===== src/rtl/sm83_alu_pkg.sv =====
// Shared opcode encoding, flag bit positions and per-opcode ALU control decode
// for the sm83 nibble-serial ALU sequencer.
package sm83_alu_pkg;

   localparam int FLAG_Z = 3;
   localparam int FLAG_N = 2;
   localparam int FLAG_H = 1;
   localparam int FLAG_C = 0;

   typedef enum logic [3:0] {
      OP_ADD = 4'h0,
      OP_ADC = 4'h1,
      OP_SUB = 4'h2,
      OP_SBC = 4'h3,
      OP_AND = 4'h4,
      OP_XOR = 4'h5,
      OP_OR  = 4'h6,
      OP_CP  = 4'h7,
      OP_INC = 4'h8,
      OP_DEC = 4'h9,
      OP_RLC = 4'hA,
      OP_RRC = 4'hB,
      OP_RL  = 4'hC,
      OP_RR  = 4'hD,
      OP_SLA = 4'hE,
      OP_SRL = 4'hF
   } alu_op_t;

   // r/s/v drive the ALU's no_carry_out/force_carry/ignore_carry pins.
   typedef struct packed {
      logic r;
      logic s;
      logic v;
      logic negate;
      logic is_sub;
      logic is_logic;
      logic is_shift;
   } alu_ctrl_t;

   function automatic alu_ctrl_t op_ctrl(input alu_op_t op);
      alu_ctrl_t c;
      c = '0;
      case (op)
         OP_SUB, OP_SBC, OP_CP, OP_DEC: begin
            c.negate = 1'b1;
            c.is_sub = 1'b1;
         end
         OP_AND: begin
            c.s        = 1'b1;
            c.is_logic = 1'b1;
         end
         OP_XOR: begin
            c.r        = 1'b1;
            c.is_logic = 1'b1;
         end
         OP_OR: begin
            c.r        = 1'b1;
            c.v        = 1'b1;
            c.is_logic = 1'b1;
         end
         OP_RLC, OP_RRC, OP_RL, OP_RR, OP_SLA, OP_SRL: begin
            c.is_shift = 1'b1;
         end
         default: ;
      endcase
      return c;
   endfunction

endpackage


===== src/rtl/sm83_alu_seq.sv =====
// Micro-sequencer for the nibble-serial sm83_alu: loads operands, runs the low
// and high nibble passes (or a single shift pass) and reports result and flags.
//
// state    | meaning
// ---------+-------------------------------------------------------------
// ST_IDLE  | ready for a request; all ALU controls low
// ST_LD_A  | operand A onto the ALU bus, latched into the A register
// ST_LD_B  | operand B (or zero for INC/DEC) latched into the B register
// ST_LO    | low nibble pass; low carry captured at the closing edge
// ST_HI    | high nibble pass; result byte and flags captured
// ST_SHIFT | single-cycle shift through the ALU shifter; result captured
module sm83_alu_seq
   import sm83_alu_pkg::*;
#(
   parameter int ALU_WIDTH = 4
) (
   input  logic                     clk,
   input  logic                     reset,
   input  logic                     req_valid,
   output logic                     req_ready,
   input  alu_op_t                  req_op,
   input  logic [2*ALU_WIDTH-1:0]   req_a,
   input  logic [2*ALU_WIDTH-1:0]   req_b,
   input  logic [3:0]               req_flags,
   output logic                     res_valid,
   output logic [2*ALU_WIDTH-1:0]   res_data,
   output logic [3:0]               res_flags,
   output logic                     res_wb,
   output logic [2*ALU_WIDTH-1:0]   alu_din,
   output logic                     alu_load_a,
   output logic                     alu_load_b,
   output logic                     alu_load_b_zero,
   output logic                     alu_shift_l,
   output logic                     alu_shift_r,
   output logic                     alu_shift_in,
   output logic                     alu_carry_in,
   output logic                     alu_result_oe,
   output logic                     alu_shift_oe,
   output logic                     alu_negate,
   output logic                     alu_op_low,
   output logic                     alu_op_b_high,
   output logic                     alu_no_carry_out,
   output logic                     alu_force_carry,
   output logic                     alu_ignore_carry,
   input  logic [2*ALU_WIDTH-1:0]   alu_dout,
   input  logic                     alu_carry,
   input  logic                     alu_zero,
   input  logic                     alu_shift_dbh,
   input  logic                     alu_shift_dbl
);

   localparam int WORD_SIZE = 2 * ALU_WIDTH;

   typedef enum logic [2:0] {
      ST_IDLE,
      ST_LD_A,
      ST_LD_B,
      ST_LO,
      ST_HI,
      ST_SHIFT
   } state_t;

   state_t                 state_q;
   alu_op_t                op_q;
   logic [WORD_SIZE-1:0]   a_q;
   logic [WORD_SIZE-1:0]   b_q;
   logic                   cflag_q;
   logic                   c_lo_q;
   logic                   res_valid_q;
   logic [WORD_SIZE-1:0]   res_data_q;
   logic [3:0]             res_flags_q;
   logic                   res_wb_q;

   alu_ctrl_t              ctrl;
   alu_ctrl_t              req_ctrl;
   logic                   is_incdec;
   logic                   is_left;
   logic                   cin_lo;
   logic                   shift_in_bit;
   logic                   half_d;
   logic                   carry_d;
   logic                   unused_ok;

   assign ctrl      = op_ctrl(op_q);
   assign req_ctrl  = op_ctrl(req_op);
   assign is_incdec = (op_q == OP_INC) || (op_q == OP_DEC);
   assign is_left   = (op_q == OP_RLC) || (op_q == OP_RL) || (op_q == OP_SLA);

   // Only the incoming carry matters; Z/N/H are always recomputed.
   assign unused_ok = ^{req_flags[FLAG_Z], req_flags[FLAG_N], req_flags[FLAG_H],
                        req_ctrl.r, req_ctrl.s, req_ctrl.v, req_ctrl.negate,
                        req_ctrl.is_sub, req_ctrl.is_logic, ctrl.is_shift};

   always_comb begin
      cin_lo = 1'b0;
      case (op_q)
         OP_ADC:                        cin_lo = cflag_q;
         OP_SUB, OP_CP, OP_AND, OP_INC: cin_lo = 1'b1;
         OP_SBC:                        cin_lo = ~cflag_q;
         default:                       cin_lo = 1'b0;
      endcase
   end

   always_comb begin
      shift_in_bit = 1'b0;
      case (op_q)
         OP_RLC:       shift_in_bit = a_q[WORD_SIZE-1];
         OP_RRC:       shift_in_bit = a_q[0];
         OP_RL, OP_RR: shift_in_bit = cflag_q;
         default:      shift_in_bit = 1'b0;
      endcase
   end

   // Subtraction runs as A + ~B + 1, so carries out are inverted borrows.
   assign half_d  = ctrl.is_logic ? ctrl.s : (c_lo_q ^ ctrl.is_sub);
   assign carry_d = ctrl.is_logic ? 1'b0 :
                    is_incdec     ? cflag_q : (alu_carry ^ ctrl.is_sub);

   always_comb begin
      alu_din          = '0;
      alu_load_a       = 1'b0;
      alu_load_b       = 1'b0;
      alu_load_b_zero  = 1'b0;
      alu_shift_l      = 1'b0;
      alu_shift_r      = 1'b0;
      alu_shift_in     = 1'b0;
      alu_carry_in     = 1'b0;
      alu_result_oe    = 1'b0;
      alu_shift_oe     = 1'b0;
      alu_negate       = 1'b0;
      alu_op_low       = 1'b0;
      alu_op_b_high    = 1'b0;
      alu_no_carry_out = 1'b0;
      alu_force_carry  = 1'b0;
      alu_ignore_carry = 1'b0;
      case (state_q)
         ST_LD_A: begin
            alu_din      = a_q;
            alu_shift_oe = 1'b1;
            alu_load_a   = 1'b1;
         end
         ST_LD_B: begin
            alu_din         = b_q;
            alu_shift_oe    = 1'b1;
            alu_load_b      = ~is_incdec;
            alu_load_b_zero = is_incdec;
         end
         ST_LO: begin
            alu_op_low       = 1'b1;
            alu_carry_in     = cin_lo;
            alu_negate       = ctrl.negate;
            alu_no_carry_out = ctrl.r;
            alu_force_carry  = ctrl.s;
            alu_ignore_carry = ctrl.v;
         end
         ST_HI: begin
            alu_op_b_high    = 1'b1;
            alu_carry_in     = c_lo_q;
            alu_result_oe    = 1'b1;
            alu_negate       = ctrl.negate;
            alu_no_carry_out = ctrl.r;
            alu_force_carry  = ctrl.s;
            alu_ignore_carry = ctrl.v;
         end
         ST_SHIFT: begin
            alu_din      = a_q;
            alu_shift_oe = 1'b1;
            alu_shift_l  = is_left;
            alu_shift_r  = ~is_left;
            alu_shift_in = shift_in_bit;
         end
         default: ;
      endcase
   end

   always_ff @(posedge clk or posedge reset) begin
      if (reset) begin
         state_q     <= ST_IDLE;
         op_q        <= OP_ADD;
         a_q         <= '0;
         b_q         <= '0;
         cflag_q     <= 1'b0;
         c_lo_q      <= 1'b0;
         res_valid_q <= 1'b0;
         res_data_q  <= '0;
         res_flags_q <= '0;
         res_wb_q    <= 1'b0;
      end else begin
         res_valid_q <= 1'b0;
         case (state_q)
            ST_IDLE: begin
               if (req_valid) begin
                  op_q    <= req_op;
                  a_q     <= req_a;
                  b_q     <= req_b;
                  cflag_q <= req_flags[FLAG_C];
                  state_q <= req_ctrl.is_shift ? ST_SHIFT : ST_LD_A;
               end
            end
            ST_LD_A: state_q <= ST_LD_B;
            ST_LD_B: state_q <= ST_LO;
            ST_LO: begin
               c_lo_q  <= alu_carry;
               state_q <= ST_HI;
            end
            ST_HI: begin
               res_valid_q <= 1'b1;
               res_data_q  <= alu_dout;
               res_flags_q <= {alu_zero, ctrl.is_sub, half_d, carry_d};
               res_wb_q    <= (op_q != OP_CP);
               state_q     <= ST_IDLE;
            end
            ST_SHIFT: begin
               res_valid_q <= 1'b1;
               res_data_q  <= alu_dout;
               res_flags_q <= {alu_zero, 1'b0, 1'b0,
                               is_left ? alu_shift_dbh : alu_shift_dbl};
               res_wb_q    <= 1'b1;
               state_q     <= ST_IDLE;
            end
            default: state_q <= ST_IDLE;
         endcase
      end
   end

   assign req_ready = (state_q == ST_IDLE);
   assign res_valid = res_valid_q;
   assign res_data  = res_data_q;
   assign res_flags = res_flags_q;
   assign res_wb    = res_wb_q;

endmodule


===== config.mk =====
export PLATFORM = sky130hd
export DESIGN_NAME = sm83_alu_seq
export DESIGN_NICKNAME = d
export VERILOG_FILES = /design/src/rtl/sm83_alu_pkg.sv /design/src/rtl/sm83_alu_seq.sv
export SDC_FILE = /design/constraint.sdc
export NUM_CORES = 1
export LEC_CHECK = 0
export ABC_AREA = 1
export CORE_ASPECT_RATIO = 0.8
export CORE_MARGIN = 4
export CORE_UTILIZATION = 40
export CTS_CLUSTER_SIZE = 8
export DETAILED_ROUTE_END_ITERATION = 8
export HOLD_SLACK_MARGIN = 0.03
export PLACE_DENSITY = 0.82
export SKIP_LAST_GASP = 1
export SLEW_MARGIN = 20
export SYNTH_ARGS = -nofsm -noshare
export SYNTH_HDL_FRONTEND = slang
export SYNTH_SLANG_ARGS = --single-unit
export TNS_END_PERCENT = 50

===== constraint.sdc =====
create_clock -name clk -period 1.8 [get_ports clk]
set_clock_uncertainty 0.2 [all_clocks]
set_input_delay 0.36 -clock clk [delete_from_list [all_inputs] [get_ports clk]]
set_output_delay 0.36 -clock clk [all_outputs]
set_load 0.005 [all_outputs]

## After elaboration in Yosys (flattened, before gate mapping)

Cells that the tools add are included.

- Eq/ne operators: 27
- Multiplexer cells: 33
- Bitwise operators: 5
- Reductions and logical operators: 16

Operator list:

| operator | count |
|---|---|
| $eq A4 B4 Y1 const B | 13 |
| $mux W1 | 23 |
| $eq A4 B3 Y1 const B | 4 |
| $pmux W8 S2 | 1 |
| $pmux W3 S4 | 1 |
| $reduce_or A2 Y1 | 5 |
| $eq A4 B2 Y1 const B | 2 |
| $pmux W4 S2 | 1 |
| $reduce_or A4 Y1 | 2 |
| $eq A3 B2 Y1 const B | 2 |
| $eq A3 B3 Y1 const B | 2 |
| $mux W3 | 2 |
| $pmux W1 S3 | 2 |
| $reduce_or A3 Y1 | 2 |
| $reduce_or A6 Y1 | 1 |
| $eq A4 B1 Y1 const B | 1 |
| $ne A4 B3 Y1 const B | 1 |
| $pmux W1 S2 | 2 |
| $eq A3 B1 Y1 const B | 1 |
| $logic_not A3 Y1 | 1 |
| $logic_or A1 B1 Y1 | 3 |
| $not A1 Y1 | 3 |
| $mux W2 | 1 |
| $ne A2 B2 Y1 const B | 1 |
| 3 further kinds | 4 |

- Register bits: 39
- Input bits: 39
- Output and inout bits: 38
- Logic and storage cells: 91

## Depth between registers and ports, before layout

- Word-level depth: 7
- Gate-level depth with buffers: 11
- Depth with buffers taken out: 11

## Worst setup path before layout

Ideal clock, no wire load.

- Path type: reg2out
- Start point: register state_q[1]
- End point: output port alu_ignore_carry
- Arrival time: 1.266 ns
- Required time: 1.240 ns
- Path slack: -0.026 ns
- Cell stages (with the launch flop): 9
- Path buffers: 1
- Path through: dfrtp_1 -> buf_4 -> inv_2 -> nand2_1 -> nor2_1 -> inv_1 -> nand2_1 -> inv_2 -> nor3_2

- Word-level cells in the longest chain between the ends: 3
- Elaborated cells between the ends (all ways): 4
- Those cells by class: eq/ne: 2; mux: 1; reduce/logical: 1

RTL lines:

| item | line | source |
|---|---|---|
| start: declaration | sm83_alu_seq.sv:63 | `state_t state_q;` |
| start signal: assignment | sm83_alu_seq.sv:197 | `state_q <= req_ctrl.is_shift ? ST_SHIFT : ST_LD_A;` |
| $eq A3 B2 Y1 or $eq A3 B3 Y1 (tied branches) | sm83_alu_seq.sv:136 | `case (state_q)` |
| $reduce_or A2 Y1 (no source line) (*) | - |  |
| $mux W1 (*) | sm83_alu_seq.sv:136 |  |
| end: declaration | sm83_alu_seq.sv:44 | `output logic alu_ignore_carry,` |

Mark *: on every way between the ends. The rest lies on a longest branch, timed or not.

## Worst setup path after layout

- Start point: register state_q[1]
- End point: output port alu_carry_in

- Word-level cells in the longest chain between the ends: 2
- Elaborated cells between the ends (all ways): 3
- Those cells by class: eq/ne: 2; mux: 1

RTL lines:

| item | line | source |
|---|---|---|
| $eq A3 B3 Y1 or $eq A3 B2 Y1 (tied branches) | sm83_alu_seq.sv:136 |  |
| $pmux W1 S2 (*) | sm83_alu_seq.sv:136 |  |
| end: declaration | sm83_alu_seq.sv:36 | `output logic alu_carry_in,` |

Marked as above.

==> results.md <==
* Total of warnings raised by yosys at 0
* Clk sink count at 39
* Buffer type at the clock tree root: sky130_fd_sc_hd__clkbuf_8
* Via count at 2175
* Number of detailed-route iterations in the first pass at 4
* Drt total wl at 6730 µm
* Count of final max-slew check failures at 0
* Die outline height at 70.4 µm
* Nets in the synthesized netlist at 285
* Number of CTS-inserted buffers at 5
* Initial antenna violation count at 0
* Cell area after technology mapping at 0.00195 mm²
* Pre-CTS setup slack at -0.367 ns
* Synth Area per Inst at 7.92 µm²
* Violated checks: setup timing
* Pin count of the biggest net entering global routing at 40
* Cell Area, Placed at 0.00304 mm²
* Count of standard-cell rows at 22
* Area occupied by multi-input gates at 0.00100 mm²
* Number of endpoints failing setup at the final stage at 44
* Top cell type's share of synthesized area at 50.1%
* Combinational family with the most area after synthesis: simple AND/OR/NAND/NOR gates
* Fraction of the mapped netlist area in adder cells at 0%
* H-tree levels at 2
* Port-buffer cells at 73
* Post-layout util at 75.4%
* Hold WC Path Type: in2async
* Power per cell area at 1720 mW/mm²
* Leading cell types by total area after synthesis: sky130_fd_sc_hd__dfrtp_1 50%, sky130_fd_sc_hd__nand2_1 11%, sky130_fd_sc_hd__nor2_1 6.5%
* Relative max-transition margin at 74.5%
* RSZ-0062 raised after global routing: yes
* Cell type of the slowest stage on the worst timing path: sky130_fd_sc_hd__dfrtp_1
* Area fraction in and, or, nand and nor cells after synthesis at 25.4%
* Number of placed I/O pins at 77
* Worst path most repeated cell: sky130_fd_sc_hd__o21ai_1
* Drt via density at 4.94
* Startpoint types: register
* Number of global-route vias before repair at 2244
* XOR/XNOR share of the synthesized area at 0%
* Post-cts hold buffer count at 0
* Crit path largest cell delay at 0.42 ns
* Syn Inst Count at 246
* HPWL reported at the end of detailed placement at 4060 µm
* Overall fraction of global-route tracks in use at 20.5%
* Post-layout nets at 418
* Maximum clock path buffer count at 2
* Seq cells post-synth at 39
* Fraction of the mapped netlist area in compound gates at 10.7%
* Most frequent cells after synthesis: 59 x sky130_fd_sc_hd__nand2_1, 39 x sky130_fd_sc_hd__dfrtp_1, 34 x sky130_fd_sc_hd__nor2_1
* Sequential cell area in the final layout at 981 µm²
* Nature of the critical path endpoint: output port
* Time the final worst path needs with I/O delays and setup at 2.15 ns
* Achievable Freq at 0.465 GHz
* Smallest setup slack after layout at -0.352 ns
* Worst Path Max Fanout at 3
* Area added between synthesis and finish at 79.9%
* Data required time at the worst endpoint at 1.24 ns
* Clock tree from TritonCTS: yes
* Average detailed-routed wire length per instance at 15.3 µm
* Sequential area share after synthesis at 50.1%
* Layout cell share with drive strength beyond 1 at 42.1%
* Data arrival time of the critical path at 1.59 ns
* Remaining antenna violation count at 0
* Mux share of post-synthesis cell area at 4.24%
* Initial standard-cell utilization of the core at 41.9%
* Post-synthesis cell type with the largest combined area: sky130_fd_sc_hd__dfrtp_1
* Cell breakdown of the critical path: inv_4 > buf_4 > nor3_4 > buf_6 > o21ai_1 > o21ai_1 > buf_2
* Fin. Hold Viols at 0
* Count of flip-flops with a built-in enable after synthesis at 0
* Horiz. Die Dim at 86.1 µm
* Wire length of the first global-routing pass at 10100 µm
* Fraction of registers with async set/reset at 100%
* Result of the run: finished with violations
* Global placement routability congestion at 0.883
* Final antenna diode count at 0
* Main synth FF type: sky130_fd_sc_hd__dfrtp_1
* Clock input transition at the sequential cells of the worst setup and hold paths at 0.08 ns
* Worst Setup Path Type: reg2out
* Number of design-rule violations left by the first detailed-router iteration at 161
* Unique cell type count in the Yosys netlist at 24
* Worst voltage drop across the vdd grid at 0.900 mV
* Residual overflow from global routing at 0
* Most frequent cell after synthesis: sky130_fd_sc_hd__nand2_1
* Cell area after layout at 0.00351 mm²
* Slew at the pin closest to its max-slew limit at 0.382 ns
* Clock network latency to the later pin of the worst-skew pair at 0.29 ns
* P_leak at 1.75 nW
* Max-cap violations at 0
* Die Outline Area at 0.00606 mm²
* Final period util at 120%
* DRC violation count after routing at 0
* Placeable Area at 0.00465 mm²
* Filler cell count in the final layout at 294
## state kept, by name, indices dropped and copies added (netlist names), 3 cells and up
name and cells:
a_q 8, res_data 8, b_q 8, res_flags 4, op_q 4, state_q 3
## power by group
part | leakage (nW) | switching (mW) | internal (mW) | total, mW
combinational | 1.24 | 1.80 | 1.88 | 3.68
sequential | 0.455 | 0.304 | 1.29 | 1.60
clock | 0.0612 | 0.302 | 0.449 | 0.751
## routing by layer
layer | routed length [µm] | track usage [%] | vias to the layer above
li1 | - | - | 1037
met1 | 2630 | 25.7 | 1025
met2 | 3450 | 35.2 | 98
met3 | 492 | 4.72 | 15
met4 | 155 | 5.62 | 0
met5 | 0 | 0 | -
## cell type report
cell class              count  share of cell area [%]
well taps                  60                    2.14
flip-flops and latches     39                    28.0
repair buffers            134                    34.1
clock buffers               6                    2.35
multi-input cells         164                    28.5
inverters                  35                    3.92
clock inverters             2                   0.999
## placed cells by master (no fill, tap or decap), types with 2 or more instances in the layout
| master | count |
|---|---|
| sky130_fd_sc_hd__clkdlybuf4s50_1 | 49 |
| sky130_fd_sc_hd__nand3_1 | 6 |
| sky130_fd_sc_hd__nor2_2 | 7 |
| sky130_fd_sc_hd__buf_2 | 18 |
| sky130_fd_sc_hd__o211ai_1 | 2 |
| sky130_fd_sc_hd__clkbuf_8 | 6 |
| sky130_fd_sc_hd__buf_4 | 43 |
| sky130_fd_sc_hd__a21oi_1 | 14 |
| sky130_fd_sc_hd__o21ai_2 | 3 |
| sky130_fd_sc_hd__nand2_2 | 7 |
| sky130_fd_sc_hd__inv_1 | 22 |
| sky130_fd_sc_hd__buf_12 | 3 |
| sky130_fd_sc_hd__nor2_4 | 4 |
| sky130_fd_sc_hd__nor3_1 | 2 |
| sky130_fd_sc_hd__nand2_8 | 2 |
| sky130_fd_sc_hd__buf_6 | 19 |
| sky130_fd_sc_hd__clkinv_2 | 2 |
| sky130_fd_sc_hd__inv_2 | 10 |
| sky130_fd_sc_hd__o21ai_0 | 8 |
| sky130_fd_sc_hd__nor3_2 | 2 |
| sky130_fd_sc_hd__o21ai_1 | 8 |
| sky130_fd_sc_hd__nand2_4 | 6 |
| sky130_fd_sc_hd__a21oi_2 | 3 |
| sky130_fd_sc_hd__nor2_1 | 25 |
| sky130_fd_sc_hd__inv_4 | 2 |
| sky130_fd_sc_hd__nand3_2 | 7 |
| sky130_fd_sc_hd__dfrtp_1 | 35 |
| sky130_fd_sc_hd__nor3_4 | 2 |
| sky130_fd_sc_hd__mux2_2 | 6 |
| sky130_fd_sc_hd__nand2_1 | 46 |
| sky130_fd_sc_hd__dfrtp_2 | 4 |
## cells by family (layout without fill, tap and decap cells)
kind of cell / count (synthesis) / count (layout)
DFF: 39 / 39
muxes: 7 / 7
buffers and inverters: 43 / 177
and+or+nand+nor: 117 / 117
AOI/OAI and AO/OA: 40 / 40
## per-stage QoR
step	hold WS, ns	std cells	setup TNS [ns]	total power [mW]
detailed placement	0.268	412	-5.31	4.40
finish	0.214	440	-7.49	6.03
global route	0.260	440	-11.47	6.43
global placement	0.263	412	-4.85	4.31
floorplan	0.270	246	0	2.79
CTS	0.223	439	-5.22	5.53
## repair_timing
action	4_1_cts	5_1_grt
resized for setup	122	66
setup endpoints to repair	28	47
buffers inserted	22	10
pin swaps	20	12
## worst max-delay path: cells and delay by family, from the launching register on
kind / cells / cell delay [ns]
AND/OR/NAND/NOR: 1 / 0.20
buffers and inverters: 4 / 0.52
AO/OA/AOI/OAI: 2 / 0.17
flip-flops: 1 / 0.42
## final timing paths
kind	startpoint	end	slack [ns]	depth (start not counted)
hold reg to reg	res_data[2]$_DFFE_PP0P_	res_data[2]$_DFFE_PP0P_	0.28	2
setup / recovery	state_q[1]$_DFFE_PP0P_	alu_carry_in	-0.35	7
min in group clk	res_data[2]$_DFFE_PP0P_	res_data[2]$_DFFE_PP0P_	0.28	2
max in group asynchronous	reset	op_q[1]$_DFFE_PP0P_	0.98	3
setup reg to reg	state_q[1]$_DFFE_PP0P_	b_q[1]$_DFFE_PP0P_	-0.18	9
hold / removal	reset	res_data[6]$_DFFE_PP0P_	0.21	3
Power figures use the tool's default switching activity.
